## config.mk

```make
export PLATFORM = sky130hd
export DESIGN_NAME = rot_square_ctrl
export DESIGN_NICKNAME = d
export VERILOG_FILES = /design/src/rtl/rot_sq_pkg.sv /design/src/rtl/tick_gen.sv /design/src/rtl/rot_square_ctrl.sv
export SDC_FILE = /design/constraint.sdc
export NUM_CORES = 1
export LEC_CHECK = 0
export ABC_AREA = 0
export ABC_CLOCK_PERIOD_IN_PS = 1960
export CAP_MARGIN = 40
export CORE_MARGIN = 3
export CORE_UTILIZATION = 25
export DETAILED_ROUTE_END_ITERATION = 8
export GPL_TIMING_DRIVEN = 0
export PLACE_DENSITY_LB_ADDON = 0.25
export SLEW_MARGIN = 30
export SYNTH_ARGS = -nofsm -noshare
export SYNTH_HDL_FRONTEND = slang
export SYNTH_SLANG_ARGS = --single-unit
```

## constraint.sdc

```tcl
create_clock -name clk -period 1.96 [get_ports clk]
set_clock_uncertainty 0.15 [all_clocks]
set_input_delay 0.392 -clock clk [delete_from_list [all_inputs] [get_ports clk]]
set_output_delay 0.392 -clock clk [all_outputs]
set_load 0.05 [all_outputs]
```

## src/rtl/rot_sq_pkg.sv

```systemverilog
// Shared constants and helpers for the rotating-square display: segment patterns,
// digit-enable encoding and the square-position to digit map.
package rot_sq_pkg;

   localparam logic [7:0] SEG_UPPER = 8'h9C;
   localparam logic [7:0] SEG_LOWER = 8'hA3;
   localparam logic [7:0] SEG_BLANK = 8'hFF;
   localparam logic [3:0] AN_OFF    = 4'hF;

   typedef logic [2:0] pos_t;
   typedef logic [1:0] digit_t;

   // Upper square walks left to right across the top (digit 3..0), the lower
   // square walks back right to left (digit 0..3), so cw traces a loop.
   function automatic digit_t pos_to_digit(input pos_t p);
      digit_t d;
      case (p)
         3'd0:    d = 2'd3;
         3'd1:    d = 2'd2;
         3'd2:    d = 2'd1;
         3'd3:    d = 2'd0;
         3'd4:    d = 2'd0;
         3'd5:    d = 2'd1;
         3'd6:    d = 2'd2;
         default: d = 2'd3;
      endcase
      return d;
   endfunction

   function automatic logic [7:0] pos_pattern(input pos_t p);
      return p[2] ? SEG_LOWER : SEG_UPPER;
   endfunction

   function automatic logic [3:0] digit_an(input digit_t d);
      return ~(4'b0001 << d);
   endfunction

endpackage

```

## src/rtl/tick_gen.sv

```systemverilog
// Free-running step counter; tick is high for the single cycle the counter is all-ones.
// tick is a combinational decode of the registered count, so it does not depend on any input.
module tick_gen #(
   parameter int TICK_BITS = 24
) (
   input  logic clk,
   input  logic reset,
   output logic tick
);

   logic [TICK_BITS-1:0] cnt;

   always_ff @(posedge clk or posedge reset) begin
      if (reset) begin
         cnt <= '0;
      end else begin
         cnt <= cnt + TICK_BITS'(1);
      end
   end

   assign tick = &cnt;

endmodule

```

## src/rtl/rot_square_ctrl.sv

```systemverilog
// Rotating-square controller for a 4-digit multiplexed 7-segment display.
// Position steps on tick when enabled; an/sseg are registered, one clock after refresh count and pos.
module rot_square_ctrl
   import rot_sq_pkg::*;
#(
   parameter int TICK_BITS    = 24,
   parameter int REFRESH_BITS = 18
) (
   input  logic       clk,
   input  logic       reset,
   input  logic       en,
   input  logic       cw,
   input  logic       disp_on,
   output logic [3:0] an,
   output logic [7:0] sseg,
   output logic [2:0] pos,
   output logic       tick
);

   logic [REFRESH_BITS-1:0] refresh;
   digit_t                  scan;

   tick_gen #(
      .TICK_BITS (TICK_BITS)
   ) u_tick_gen (
      .clk   (clk),
      .reset (reset),
      .tick  (tick)
   );

   always_ff @(posedge clk or posedge reset) begin
      if (reset) begin
         refresh <= '0;
      end else begin
         refresh <= refresh + REFRESH_BITS'(1);
      end
   end

   assign scan = refresh[REFRESH_BITS-1 -: 2];

   always_ff @(posedge clk or posedge reset) begin
      if (reset) begin
         pos <= '0;
      end else if (tick && en) begin
         pos <= cw ? pos + 3'd1 : pos - 3'd1;
      end
   end

   // Blanking only gates the output registers; counters and pos keep running.
   always_ff @(posedge clk or posedge reset) begin
      if (reset) begin
         an   <= AN_OFF;
         sseg <= SEG_BLANK;
      end else if (!disp_on) begin
         an   <= AN_OFF;
         sseg <= SEG_BLANK;
      end else begin
         an   <= digit_an(scan);
         sseg <= (scan == pos_to_digit(pos)) ? pos_pattern(pos) : SEG_BLANK;
      end
   end

endmodule
```

==> flow_metrics.py, run 1 <==
metrics = {
    "final_layout": {
        "nets": 248,
        "area_delta_synth_final_pct": 23.4,
        "drive_gt1_share_pct": 19.4,
        "diodes": 0,
        "fin_area_mm2": 0.00291,
        "area.sequential_mm2": 0.00131,
        "fillers": 922,
        "multi_input_area_mm2": 0.00101,
    },
    "timing": {
        "slew_violations": 0,
        "finalCriticalPeriod_ns": 2.17,
        "fin_ws_ns": -0.212,
        "slew_headroom_pct": 61.9,
        "tightestPinTransition_ns": 0.567,
        "finalCritPeriodShare_pct": 111,
        "setup_viol": 1,
        "hold_viol": 0,
        "rsz0062_at_grt": "true",
        "fmax_ghz": 0.460,
        "final.setup.tns_ns": -0.212,
    },
    "detailed_routing": {
        "wl_per_cell_um": 11.6,
        "num_vias": 1500,
        "drt_iter0_markers": 31,
        "totalWireLength_mm": 3.99,
        "drtPass1Iterations": 3,
        "drc": 0,
        "detail-route-antenna-nets": 0,
        "via_per_inst": 4.35,
    },
    "cts": {
        "path_clk_slew_ns": 0.09,
        "clockBufferDepth": 2,
        "root_buffer": "clkbuf_8",
        "cts_tree": "yes",
        "htree_levels": 2,
        "cts.sinks": 52,
        "clock_latency_ns": 0.29,
        "cts_buffers": 5,
    },
    "worst_setup_path": {
        "worstSetupPathType": "reg2out",
        "required_ns": 1.42,
        "end_kind": "output pin",
        "ff2ff_setup_slack_ns": 0.21,
        "cp-start-kind": "flop",
        "path_max_fanout": 5,
        "crit_arrival_ns": 1.63,
    },
    "global_route": {
        "grt_max_degree": 45,
        "antenna_found_initial": 0,
        "first_global_vias": 1467,
        "grt_usage_pct": 8.09,
        "grt_pass1_wl_mm": 6.83,
        "grt_overflow": 0,
    },
    "synth": {
        "synth.area.top_cells": "dfrtp_1 (48%), xnor2_1 (11%), dfstp_2 (7.8%), xor2_1 (4.1%), nand3_1 (4.0%)",
        "syn_avg_cell_area_um2": 11.7,
        "yosysTopAreaCell": "dfrtp_1",
        "synth_area_mm2": 0.00236,
        "synth_edf_count": 0,
        "synth_flop_cell": "dfrtp_1",
        "synth_cell_types": 33,
        "yosysSeqAreaShare_pct": 55.6,
        "synth_common_cells": "dfrtp_1 (45), xnor2_1 (30), nand3_1 (19)",
        "synth.top_cell.area_share_pct": 47.8,
        "synth_fp_nets": 212,
        "ys_warn_count": 0,
        "synth-async-reset-ratio_pct": 100,
        "synth_seq_cells": 52,
        "synth.most_common_cell": "dfrtp_1",
        "synthCells": 201,
    },
    "floorplan": {
        "start_util_pct": 26.4,
        "core_area_mm2": 0.00893,
        "die_height_um": 103,
        "rows": 34,
        "pin_count": 21,
        "dieArea_mm2": 0.0106,
        "die_w_um": 103,
    },
    "place": {
        "dpl.hpwl_mm": 2.69,
        "io_buffers": 19,
        "gp_congestion": 0.740,
        "dpl-instance-area_mm2": 0.00272,
    },
    "status": {
        "violations": "setup timing",
        "status": "complete, but fails checks",
    },
    "power_and_ir_drop": {
        "p_total_mw": 1.78,
        "peakVddDrop_uv": 313,
        "pwr_density_cell_mw_per_mm2": 613,
        "p_leak_nw": 1.31,
    },
    "run": {
        "max-cap-violations": 0,
    },
    "hold_path": {
        "hold_path_class": "in2async",
    },
}
worst max-delay path: stages, from the launching register on:
cell and delay, ns:
dfrtp_1 0.42, and4_1 0.29, and4_2 0.30, and3_4 0.20
buf_8 0.14
layer usage:
layer / GRT usage (%) / up-vias / part of all wire (%)
met1: 11.0 / 720 / 51
li1: - / 755 / -
met4: 3.59 / 0 / 1.4
met2: 12.1 / 23 / 44
met3: 2.10 / 2 / 3.7
met5: 0 / - / 0
state kept, by name, summed over array words and instances, names as in the netlist:
name and count:
an 4, refresh 18, pos 3, sseg 3
u_tick_gen.cnt 24
power breakdown:
| part | switching, mW | internal [mW] | total [mW] | leakage (nW) |
|---|---|---|---|---|
| Clock | 0.338 | 0.315 | 0.654 | 0.0503 |
| Combinational | 0.0350 | 0.0180 | 0.0530 | 0.587 |
| Sequential | 0.000242 | 1.07 | 1.07 | 0.668 |
final cells by class:
type                       count  area share (%)
buffer                         7            1.55
clock buffer                   7            3.31
inverter                       8            1.12
multi-input combinational    134            34.6
sequential                    52            45.1
tap                          108            4.65
timing repair buffer          29            9.72
placed cells by master (no fill, tap or decap), types with 2 or more instances in the layout:
master / count
dfrtp_1: 45
xnor2_1: 30
nand3_1: 19
buf_4: 14
nand2_1: 12
nand4_1: 12
xor2_1: 11
nor2_1: 10
dlygate4sd2_1: 10
inv_1: 7
dfstp_2: 7
clkbuf_8: 7
ha_1: 5
and3_1: 4
clkdlybuf4s50_1: 4
clkdlybuf4s15_2: 4
nand3b_1: 3
nand4_4: 2
nor3_1: 2
and4_1: 2
clkbuf_1: 2
nor2b_1: 2
mux2i_1: 2
final timing paths:
kind / from / endpoint / cells past startpoint
min in group clk: u_tick_gen.cnt[19]$_DFF_PP0_ / u_tick_gen.cnt[19]$_DFF_PP0_ / 1
max in group asynchronous: reset / an[0]$_DFF_PP1_ / 3
min reg2reg: u_tick_gen.cnt[19]$_DFF_PP0_ / u_tick_gen.cnt[19]$_DFF_PP0_ / 1
min: reset / refresh[3]$_DFF_PP0_ / 2
max reg2reg: refresh[2]$_DFF_PP0_ / refresh[15]$_DFF_PP0_ / 4
max: u_tick_gen.cnt[16]$_DFF_PP0_ / tick / 4
logic make-up after synthesis:
kind of cell,count (synthesis),synth area share (%)
AOI/OAI and AO/OA,6,1.91
xor gates and xnor gates,41,15.2
adders and majority gates,6,3.19
buffers and inverters,15,3.19
DFF,52,55.6
muxes,3,1.33
other,1,0.159
and+or+nand+nor,77,19.4
stage by stage:
stage                     setup slack, ns  util, %  instances  hold WS, ns
final                              -0.212     32.5        345        0.188
after global placement             -0.948     30.1        328        0.307
after floorplan                  -0.00701        -        201        0.281
after global routing               -0.333     32.5        345        0.178
after detailed placement           -0.932     30.4        329        0.311
after CTS                          -0.304     32.0        341        0.179
timing repair:
item / 4_1_cts / 5_1_grt
hold buffers: 0 / 0
resized for setup: 31 / 3
endpoints found under the setup margin: 16 / 1
setup buffers: 5 / 4
pin swaps: 3 / 1
Power figures use the tool's default switching activity.
==> run 2, diff against run 1 <==
Settings changed: PLACE_DENSITY set to 0.49, PLACE_DENSITY_LB_ADDON 0.25 to unset.
==> run 2 against run 1 <==
Against the previous run: core utilization is 0.24 points lower; first-iteration DRC count is 23% higher; hold slack worse by 0.011 ns; global-route usage is 0.10 points higher; maximum frequency is 0.62% lower; non-clock buffer count stayed put; combinational power hardly changed; total power is 3.5% lower; cell count is 0.29% higher; count of clock-buffer cells in the layout stayed put; the flow still finishes with violations (setup timing); die area stayed put.
==> flow_metrics.py, run 2 (same netlist as run 1, synthesis figures left out) <==
metrics = {
    "status": {
        "status": "complete, but fails checks",
        "violations": "setup timing",
    },
    "final_layout": {
        "regMostFlops": "u_tick_gen.cnt",
        "finish.utilization_pct": 32.3,
        "drive_gt1_share_pct": 19.7,
        "most-common-layout-cells": "dfrtp_1 (43), xnor2_1 (30), nand3_1 (19)",
        "reg.largest.list": "u_tick_gen.cnt (24), refresh (18), an (4)",
        "fin_cells": 346,
        "fin_area_mm2": 0.00289,
        "final_common_cell": "dfrtp_1",
        "fillers": 927,
        "area.sequential_mm2": 0.00131,
        "multi_input_area_um2": 996,
        "largest_reg_flops": 24,
        "nets": 248,
        "diodes": 0,
        "area_delta_synth_final_pct": 22.5,
    },
    "place": {
        "dpl.hpwl_mm": 2.74,
        "io_buffers": 19,
        "placed_cells": 329,
        "gp_congestion": 0.701,
        "dpl-instance-area_mm2": 0.00272,
    },
    "timing": {
        "final.setup.tns_ns": -0.226,
        "hold_viol": 0,
        "fmax_ghz": 0.457,
        "finalCriticalPeriod_ns": 2.19,
        "fin_ws_ns": -0.226,
        "tightestPinTransition_ns": 0.553,
        "slew_violations": 0,
        "finalCritPeriodShare_pct": 112,
        "rsz0062_at_grt": "true",
        "slew_headroom_pct": 62.8,
        "setup_viol": 1,
    },
    "worst_setup_path": {
        "crit_arrival_ns": 1.64,
        "reg2reg_depth": 4,
        "crit_start": "u_tick_gen.cnt[1]$_DFF_PP0_",
        "max_stage_delay_ns": 0.36,
        "path_depth": 5,
        "cp-start-kind": "flop",
        "path_delay_family": "simple AND/OR/NAND/NOR gates",
        "path_max_fanout": 2,
        "required_ns": 1.42,
        "timing.rr.start": "refresh[2]$_DFF_PP0_",
        "worstSetupPathType": "reg2out",
        "crit_buf_inv": 1,
        "end_kind": "output pin",
        "crit_slowest_cell": "dfrtp_1",
        "ff2ff_setup_slack_ns": 0.23,
        "crit_chain": "ha_2, nand4_1, nor4_4, and3_4, buf_8",
    },
    "power_and_ir_drop": {
        "p_total_mw": 1.72,
        "peakVddDrop_uv": 224,
        "power_frac_seq_pct": 62.5,
        "pwr_density_cell_mw_per_mm2": 595,
        "combinationalPowerShare_pct": 3.1,
        "swShare_pct": 21.8,
        "p_leak_nw": 1.29,
        "p_sw_uw": 375,
        "p_int_mw": 1.34,
        "power.share.clock_pct": 34.4,
    },
    "detailed_routing": {
        "totalWireLength_mm": 3.95,
        "detail-route-antenna-nets": 0,
        "drtPass1Iterations": 4,
        "wl_per_cell_um": 11.4,
        "drt_iter0_markers": 38,
        "num_vias": 1515,
        "drc": 0,
        "via_per_inst": 4.38,
    },
    "hold_path": {
        "hold_path_class": "in2async",
    },
    "global_route": {
        "grt_pass1_wl_mm": 6.81,
        "antenna_found_initial": 0,
        "grt_usage_pct": 8.19,
        "grt_max_degree": 44,
        "grt_overflow": 0,
        "first_global_vias": 1529,
    },
    "cts": {
        "cts_hold_buf": 0,
        "htree_levels": 2,
        "root_buffer": "clkbuf_8",
        "cts_buffers": 5,
        "cts_tree": "yes",
        "clockBufferDepth": 2,
        "clock_latency_ns": 0.30,
        "cts.sinks": 52,
        "path_clk_slew_ns": 0.09,
    },
    "floorplan": {
        "core_area_mm2": 0.00893,
        "rows": 34,
        "die_height_um": 103,
        "pin_count": 21,
        "start_util_pct": 26.4,
        "dieArea_mm2": 0.0106,
        "die_w_um": 103,
    },
    "run": {
        "max-cap-violations": 0,
    },
}
==> run 2: changes by cell type in the layout (fill, tap and decap cells not counted), sizes merged <==
cell and change:
dlygate4sd2 -1, clkdlybuf4s15 +1, clkinv +1
==> run 2: final timing paths <==
check                                               end
setup / recovery                                   tick
hold / removal                     refresh[3]$_DFF_PP0_
hold reg to reg            u_tick_gen.cnt[19]$_DFF_PP0_
setup reg to reg                  refresh[15]$_DFF_PP0_
min in group clk           u_tick_gen.cnt[19]$_DFF_PP0_
max in group asynchronous             sseg[5]$_DFF_PP1_
==> run 2: what timing repair did <==
action	4_1_cts	5_1_grt
buffers inserted	5	4
gates resized for setup	30	6
pin swaps	3	2
setup endpoints to repair	16	2
==> run 2: layer usage <==
layer | vias up | share of wire, % | GRT usage, %
met3 | 7 | 3.9 | 1.89
met5 | - | 0 | 0
met2 | 26 | 43 | 12.6
met4 | 0 | 2.4 | 4.78
met1 | 729 | 50 | 10.5
li1 | 753 | - | -
==> run 2: power groups by stage <==
stage / Clock [mW] / Sequential, mW / Combinational (mW)
final: 0.591 / 1.07 / 0.0533
after global routing: 0.662 / 1.07 / 0.0604
after detailed placement: 0 / 1.10 / 0.0566
after global placement: 0 / 1.10 / 0.0490
after CTS: 0.627 / 1.07 / 0.0558
after floorplan: 0 / 1.10 / 0.0250
==> run 2: metrics by stage <==
| step | hold WS [ns] | setup WS [ns] |
|---|---|---|
| 3_3_place_gp | 0.306 | -0.951 |
| 4_1_cts | 0.168 | -0.327 |
| 2_1_floorplan | 0.281 | -0.00701 |
| 3_5_place_dp | 0.311 | -0.960 |
| 5_1_grt | 0.171 | -0.307 |
| 6_report | 0.177 | -0.226 |
==> run 2: final cells by class <==
cell class                 instances  share of cell area, %
sequential                        52                   45.5
multi-input combinational        134                   34.5
timing repair buffer              29                   9.84
tap                              108                   4.68
clock buffer                       7                   2.64
buffer                             7                   1.56
inverter                           8                   1.13
clock inverter                     1                  0.173
==> run 3, diff against run 2 <==
--- a/constraint.sdc
+++ b/constraint.sdc
@@ -3,3 +3,3 @@
 set_input_delay 0.392 -clock clk [delete_from_list [all_inputs] [get_ports clk]]
 set_output_delay 0.392 -clock clk [all_outputs]
-set_load 0.05 [all_outputs]
+set_load 0.01 [all_outputs]
==> run 3 against run 2 <==
Against the previous run: register-to-register slack lost 0.06 ns; hold slack lost 0.014 ns; critical path depth shrank 1; cell count is the same; non-clock buffer count grew 1; total power shrank 0.97%; the flow still finishes with violations (setup timing); wire length grew 1.5%; sequential share of layout area is essentially flat; first-iteration DRC count grew 7.9%; clock power shrank 2%; via count is essentially flat.
==> flow_metrics.py, run 3 (same netlist as run 1, synthesis figures left out) <==
metrics = {
    "status": {
        "status": "complete, but fails checks",
        "violations": "setup timing",
    },
    "floorplan": {
        "die_height_um": 103,
        "start_util_pct": 26.4,
        "rows": 34,
        "die_w_um": 103,
        "pin_count": 21,
        "dieArea_mm2": 0.0106,
        "core_area_mm2": 0.00893,
    },
    "final_layout": {
        "fin_cells": 346,
        "area_delta_synth_final_pct": 22.2,
        "reg.largest.list": "u_tick_gen.cnt (24), refresh (18), an (4)",
        "regMostFlops": "u_tick_gen.cnt",
        "final_common_cell": "dfrtp_1",
        "drive_gt1_share_pct": 18.1,
        "nets": 249,
        "largest_reg_flops": 24,
        "most-common-layout-cells": "dfrtp_1 (45), xnor2_1 (30), nand3_1 (19)",
        "fillers": 911,
        "finish.utilization_pct": 32.2,
        "diodes": 0,
    },
    "power_and_ir_drop": {
        "p_total_mw": 1.70,
        "peakVddDrop_uv": 254,
        "power_frac_seq_pct": 63.1,
        "pwr_density_cell_mw_per_mm2": 591,
        "swShare_pct": 21.5,
        "power.share.clock_pct": 34.0,
        "combinationalPowerShare_pct": 2.8,
        "p_sw_uw": 365,
        "p_int_mw": 1.34,
        "p_leak_nw": 1.28,
    },
    "timing": {
        "fin_ws_ns": -0.174,
        "rsz0062_at_grt": "true",
        "finalCriticalPeriod_ns": 2.13,
        "finalCritPeriodShare_pct": 109,
        "fmax_ghz": 0.469,
        "slew_violations": 0,
        "whs_ns": 0.163,
        "hold_viol": 0,
        "setup_viol": 1,
    },
    "worst_setup_path": {
        "path_delay_family": "simple AND/OR/NAND/NOR gates",
        "crit_start": "u_tick_gen.cnt[16]$_DFF_PP0_",
        "ff2ff_setup_slack_ns": 0.17,
        "path_depth": 4,
        "crit_arrival_ns": 1.59,
        "path_max_fanout": 5,
        "reg2reg_depth": 7,
        "r2r_end": "u_tick_gen.cnt[12]$_DFF_PP0_",
        "worstSetupEndpoint": "tick",
        "cp-start-kind": "flop",
        "worstSetupPathType": "reg2out",
        "crit_buf_inv": 1,
        "end_kind": "output pin",
        "timing.rr.start": "u_tick_gen.cnt[1]$_DFF_PP0_",
        "crit_slowest_cell": "dfrtp_1",
        "crit_chain": "and4_1, and4_2, and3_4, buf_6",
        "max_stage_delay_ns": 0.44,
        "required_ns": 1.42,
    },
    "global_route": {
        "grt_usage_pct": 8.47,
        "grt_pass1_wl_mm": 6.95,
        "grt_overflow": 0,
        "first_global_vias": 1492,
        "grt_max_degree": 48,
        "antenna_found_initial": 0,
    },
    "cts": {
        "path_clk_slew_ns": 0.09,
        "cts_tree": "yes",
        "root_buffer": "clkbuf_8",
        "cts_buffers": 5,
        "clock_latency_ns": 0.30,
        "cts.sinks": 52,
        "cts_hold_buf": 0,
        "htree_levels": 2,
        "clockBufferDepth": 2,
    },
    "detailed_routing": {
        "num_vias": 1516,
        "via_per_inst": 4.38,
        "detail-route-antenna-nets": 0,
        "wl_per_cell_um": 11.6,
        "drc": 0,
        "totalWireLength_mm": 4.00,
        "drt_iter0_markers": 41,
        "drtPass1Iterations": 4,
    },
    "place": {
        "preCtsSetupSlack_ns": -0.691,
        "dpl.hpwl_mm": 2.68,
        "placed_cells": 329,
        "io_buffers": 19,
        "gp_congestion": 0.681,
    },
    "run": {
        "max-cap-violations": 0,
    },
    "hold_path": {
        "hold_path_class": "in2async",
    },
}
-- run 3: power groups by stage --
stage / registers [mW] / clock network, mW / logic [mW]
2_1_floorplan: 1.10 / 0 / 0.0216
3_3_place_gp: 1.10 / 0 / 0.0421
3_5_place_dp: 1.10 / 0 / 0.0508
4_1_cts: 1.07 / 0.619 / 0.0512
5_1_grt: 1.07 / 0.663 / 0.0555
6_report: 1.07 / 0.579 / 0.0481
-- run 3: how the worst min path moves through the flow --
stage	startpoint	endpoint	slack [ns]	depth (start not counted)
after floorplan	disp_on	an[0]$_DFF_PP1_	0.28	1
after detailed placement	refresh[15]$_DFF_PP0_	refresh[15]$_DFF_PP0_	0.31	1
after global routing	reset	u_tick_gen.cnt[11]$_DFF_PP0_	0.14	2
after CTS	reset	u_tick_gen.cnt[11]$_DFF_PP0_	0.15	2
after global placement	u_tick_gen.cnt[22]$_DFF_PP0_	u_tick_gen.cnt[22]$_DFF_PP0_	0.31	1
final	reset	u_tick_gen.cnt[11]$_DFF_PP0_	0.16	2
-- run 3: final cells by class --
type                       instances  area [um^2]  share of cell area, %
timing repair buffer              30          294                   10.2
tap                              108          135                   4.69
clock inverter                     1         5.00                  0.174
clock buffer                       6         72.6                   2.52
multi-input combinational        134          985                   34.2
buffer                             7         45.0                   1.56
sequential                        52         1310                   45.5
inverter                           8         32.5                   1.13
-- run 3: repair_timing --
action / in CTS / in global routing
endpoints found under the setup margin: 7 / 4
gates resized for setup: 11 / 4
setup buffers: 6 / 4
pin swaps: 4 / 2
-- run 3: routing by layer --
layer / track usage (%) / part of all wire (%) / up-vias
met2: 13.0 / 45 / 25
met3: 2.57 / 4.7 / 2
met4: 4.18 / 1.3 / 0
met1: 10.9 / 49 / 737
met5: 0 / 0 / -
li1: - / - / 752
-- run 3: per-stage QoR --
step | cell area (um^2) | setup TNS (ns)
CTS | 2840 | -0.274
detailed placement | 2710 | -0.691
finish | 2880 | -0.174
global route | 2880 | -0.281
global placement | 2680 | -43.49
floorplan | 2360 | 0
-- run 3: worst reg2reg max path, delay by kind of cell, from the launching register on --
family	cells	cell delay [ns]
fa+ha+maj	1	0.18
buf+inv	2	0.33
simple gates	3	0.51
xor+xnor	1	0.14
flops	1	0.36
==> edit (config.mk and constraints of run 1) <==
`TICK_BITS` is set to 24 in 2 places; all go to 36.
--- a/src/rtl/tick_gen.sv
+++ b/src/rtl/tick_gen.sv
@@ -2,5 +2,5 @@
 // tick is a combinational decode of the registered count, so it does not depend on any input.
 module tick_gen #(
-   parameter int TICK_BITS = 24
+   parameter int TICK_BITS = 36
 ) (
    input  logic clk,
--- a/src/rtl/rot_square_ctrl.sv
+++ b/src/rtl/rot_square_ctrl.sv
@@ -4,5 +4,5 @@
    import rot_sq_pkg::*;
 #(
-   parameter int TICK_BITS    = 24,
+   parameter int TICK_BITS    = 36,
    parameter int REFRESH_BITS = 18
 ) (
Check against the original RTL: same outputs for any inputs over 10 cycles, from zero or initial values and one cycle with reset high; that may be too few to reach the edited logic, so the function may still have changed.
==> edit against run 1 <==
  * Combinational power is 68% higher
  * Sequential cell count is 12 higher
  * First-iteration DRC count increased to 2.7 times the old value
  * Total power increased by 63%
  * Hold slack improved by 0.12 ns
  * Critical path depth rose by 3
  * Wire length rose by 34%
  * Area after synthesis is 27% higher
  * Critical path type unchanged
  * Worst setup slack got worse by 0.31 ns
  * Sequential power increased by 24%
  * Design area rose by 35%
  * The flow still finishes with violations (negative setup slack)
  * Largest power group is now clock
==> edit: results (changes against run 1) <==
Status
  • Outcome: complete, but fails checks
  • Failing checks: negative setup slack

Yosys
  • Syn_nets: 276 (+30%)
  • XOR/XNOR Fraction of Synth Area: 0.158 (+0.00554)
  • Synth Area in Compound Gates: 0.0146 (-0.00449)
  • Syn avg cell area: 11.4 sq um (-2.9%)
  • Unique masters post-synth: 34 (+3.0%)
  • Mux cell area share after synthesis: 0.0192 (+0.00595)
  • Sequential fraction of the synthesis area: 0.538 (-0.0182)
  • Adder-cell share of the synthesized area: 0.0334 (+0.00157)
  • Top cells by area, synth: dfrtp_1 48%, xnor2_1 8.8%, xor2_1 7.0%
  • Synth cell count leaders: 57 x dfrtp_1, 30 x xnor2_1, 24 x xor2_1

STA
  • Final TNS setup: -0.518 ns (-0.306 ns)
  • Final setup fails: 1 (unchanged)
  • Final WS setup: -0.518 ns (-0.306 ns)

Drt
  • Vias/cell: 4.34 (-0.15%)
  • Final WL: 5.34 mm (+34%)
  • Initial DRC count: 85 (+170%)
  • Pre-antenna DRT Iters: 4 (+1)

Die
  • Starting density of the core: 0.259 (-0.00483)

Setup path
  • Crit-path max FO: 3 (-2)
  • Critical path arrival: 1.94 ns (+0.31 ns)
  • Crit path largest cell delay: 0.40 ns (-0.02 ns)

Cells and area
  • Layout Nets: 319 (+29%)
  • Largest register FFs: 36 (+50%)
  • Registers with the most flip-flops: u_tick_gen.cnt (36), refresh (18), an (4)
  • Non-filler cells, final: 454 (+32%)
  • Filler cell count: 1,139 (+24%)

Placement
  • DP Area: 0.00343 sq mm (+26%)
  • Placed cells: 427 (+30%)
  • Hpwl dp: 3.50 mm (+30%)

Pwr
  • Leakage dissipation: 1.81 nW (+39%)
  • Maximum vdd ir drop: 0.381 mV (+22%)
  • Switching share of total power: 0.206 (-0.00399)

Global route
  • Vias in the first global route: 2,001 (+36%)
  • Largest net degree at the start of global routing: 27 (-40%)
  • First-pass GRT wire length: 9.50 mm (+39%)

Clock network
  • CTS root buf: clkbuf_16
  • Post-CTS Setup Bufs: 9 (+4)
  • Reg clk slew, reported paths: 0.05 ns (-0.04 ns)
  • Latest clock arrival within the worst-skew pair: 0.32 ns (+0.03 ns)
  • Cts repair resizes: 37 (+19%)
edit: worst paths after layout:
check,from,to,slack [ns],cells past startpoint
setup / recovery,u_tick_gen.cnt[6]$_DFF_PP0_,tick,-0.52,7
hold reg to reg,refresh[0]$_DFF_PP0_,refresh[0]$_DFF_PP0_,0.31,1
hold / removal,refresh[0]$_DFF_PP0_,refresh[0]$_DFF_PP0_,0.31,1
min in group asynchronous,reset,refresh[13]$_DFF_PP0_,0.32,2
max in group asynchronous,reset,sseg[4]$_DFF_PP1_,0.60,4
setup reg to reg,pos[1]$_DFFE_PP0P_,sseg[4]$_DFF_PP1_,0.09,6
edit: through the flow:
step / hold WS (ns) / utilization
5_1_grt: 0.328 / 0.339
4_1_cts: 0.315 / 0.329
6_report: 0.311 / 0.339
3_5_place_dp: 0.301 / 0.297
2_1_floorplan: 0.284 / -
3_3_place_gp: 0.302 / 0.293
edit: power by group through the flow:
stage,sequential [mW],combinational (mW),clock (mW)
2_1_floorplan,1.36,0.0411,0
3_3_place_gp,1.35,0.0832,0
3_5_place_dp,1.35,0.0947,0
4_1_cts,1.33,0.0921,1.54
5_1_grt,1.33,0.0986,1.61
6_report,1.33,0.0892,1.49
edit: metal layers:
layer  global-route usage  up-vias  wire (um)
li1                     -      972          -
met1                0.117      965       2530
met2                0.136       28       2510
met3               0.0308        6        211
met4               0.0399        0         77
met5                    0        -          0
edit: layout make-up:
cell class                 count  area (sq um)  share of cell area
sequential                    64          1610               0.412
multi-input combinational    174          1370               0.349
timing repair buffer          33           324              0.0828
clock buffer                  13           270              0.0690
tap                          143           179              0.0457
buffer                        13          98.8              0.0252
inverter                      11          47.5              0.0121
clock inverter                 3          15.0             0.00384
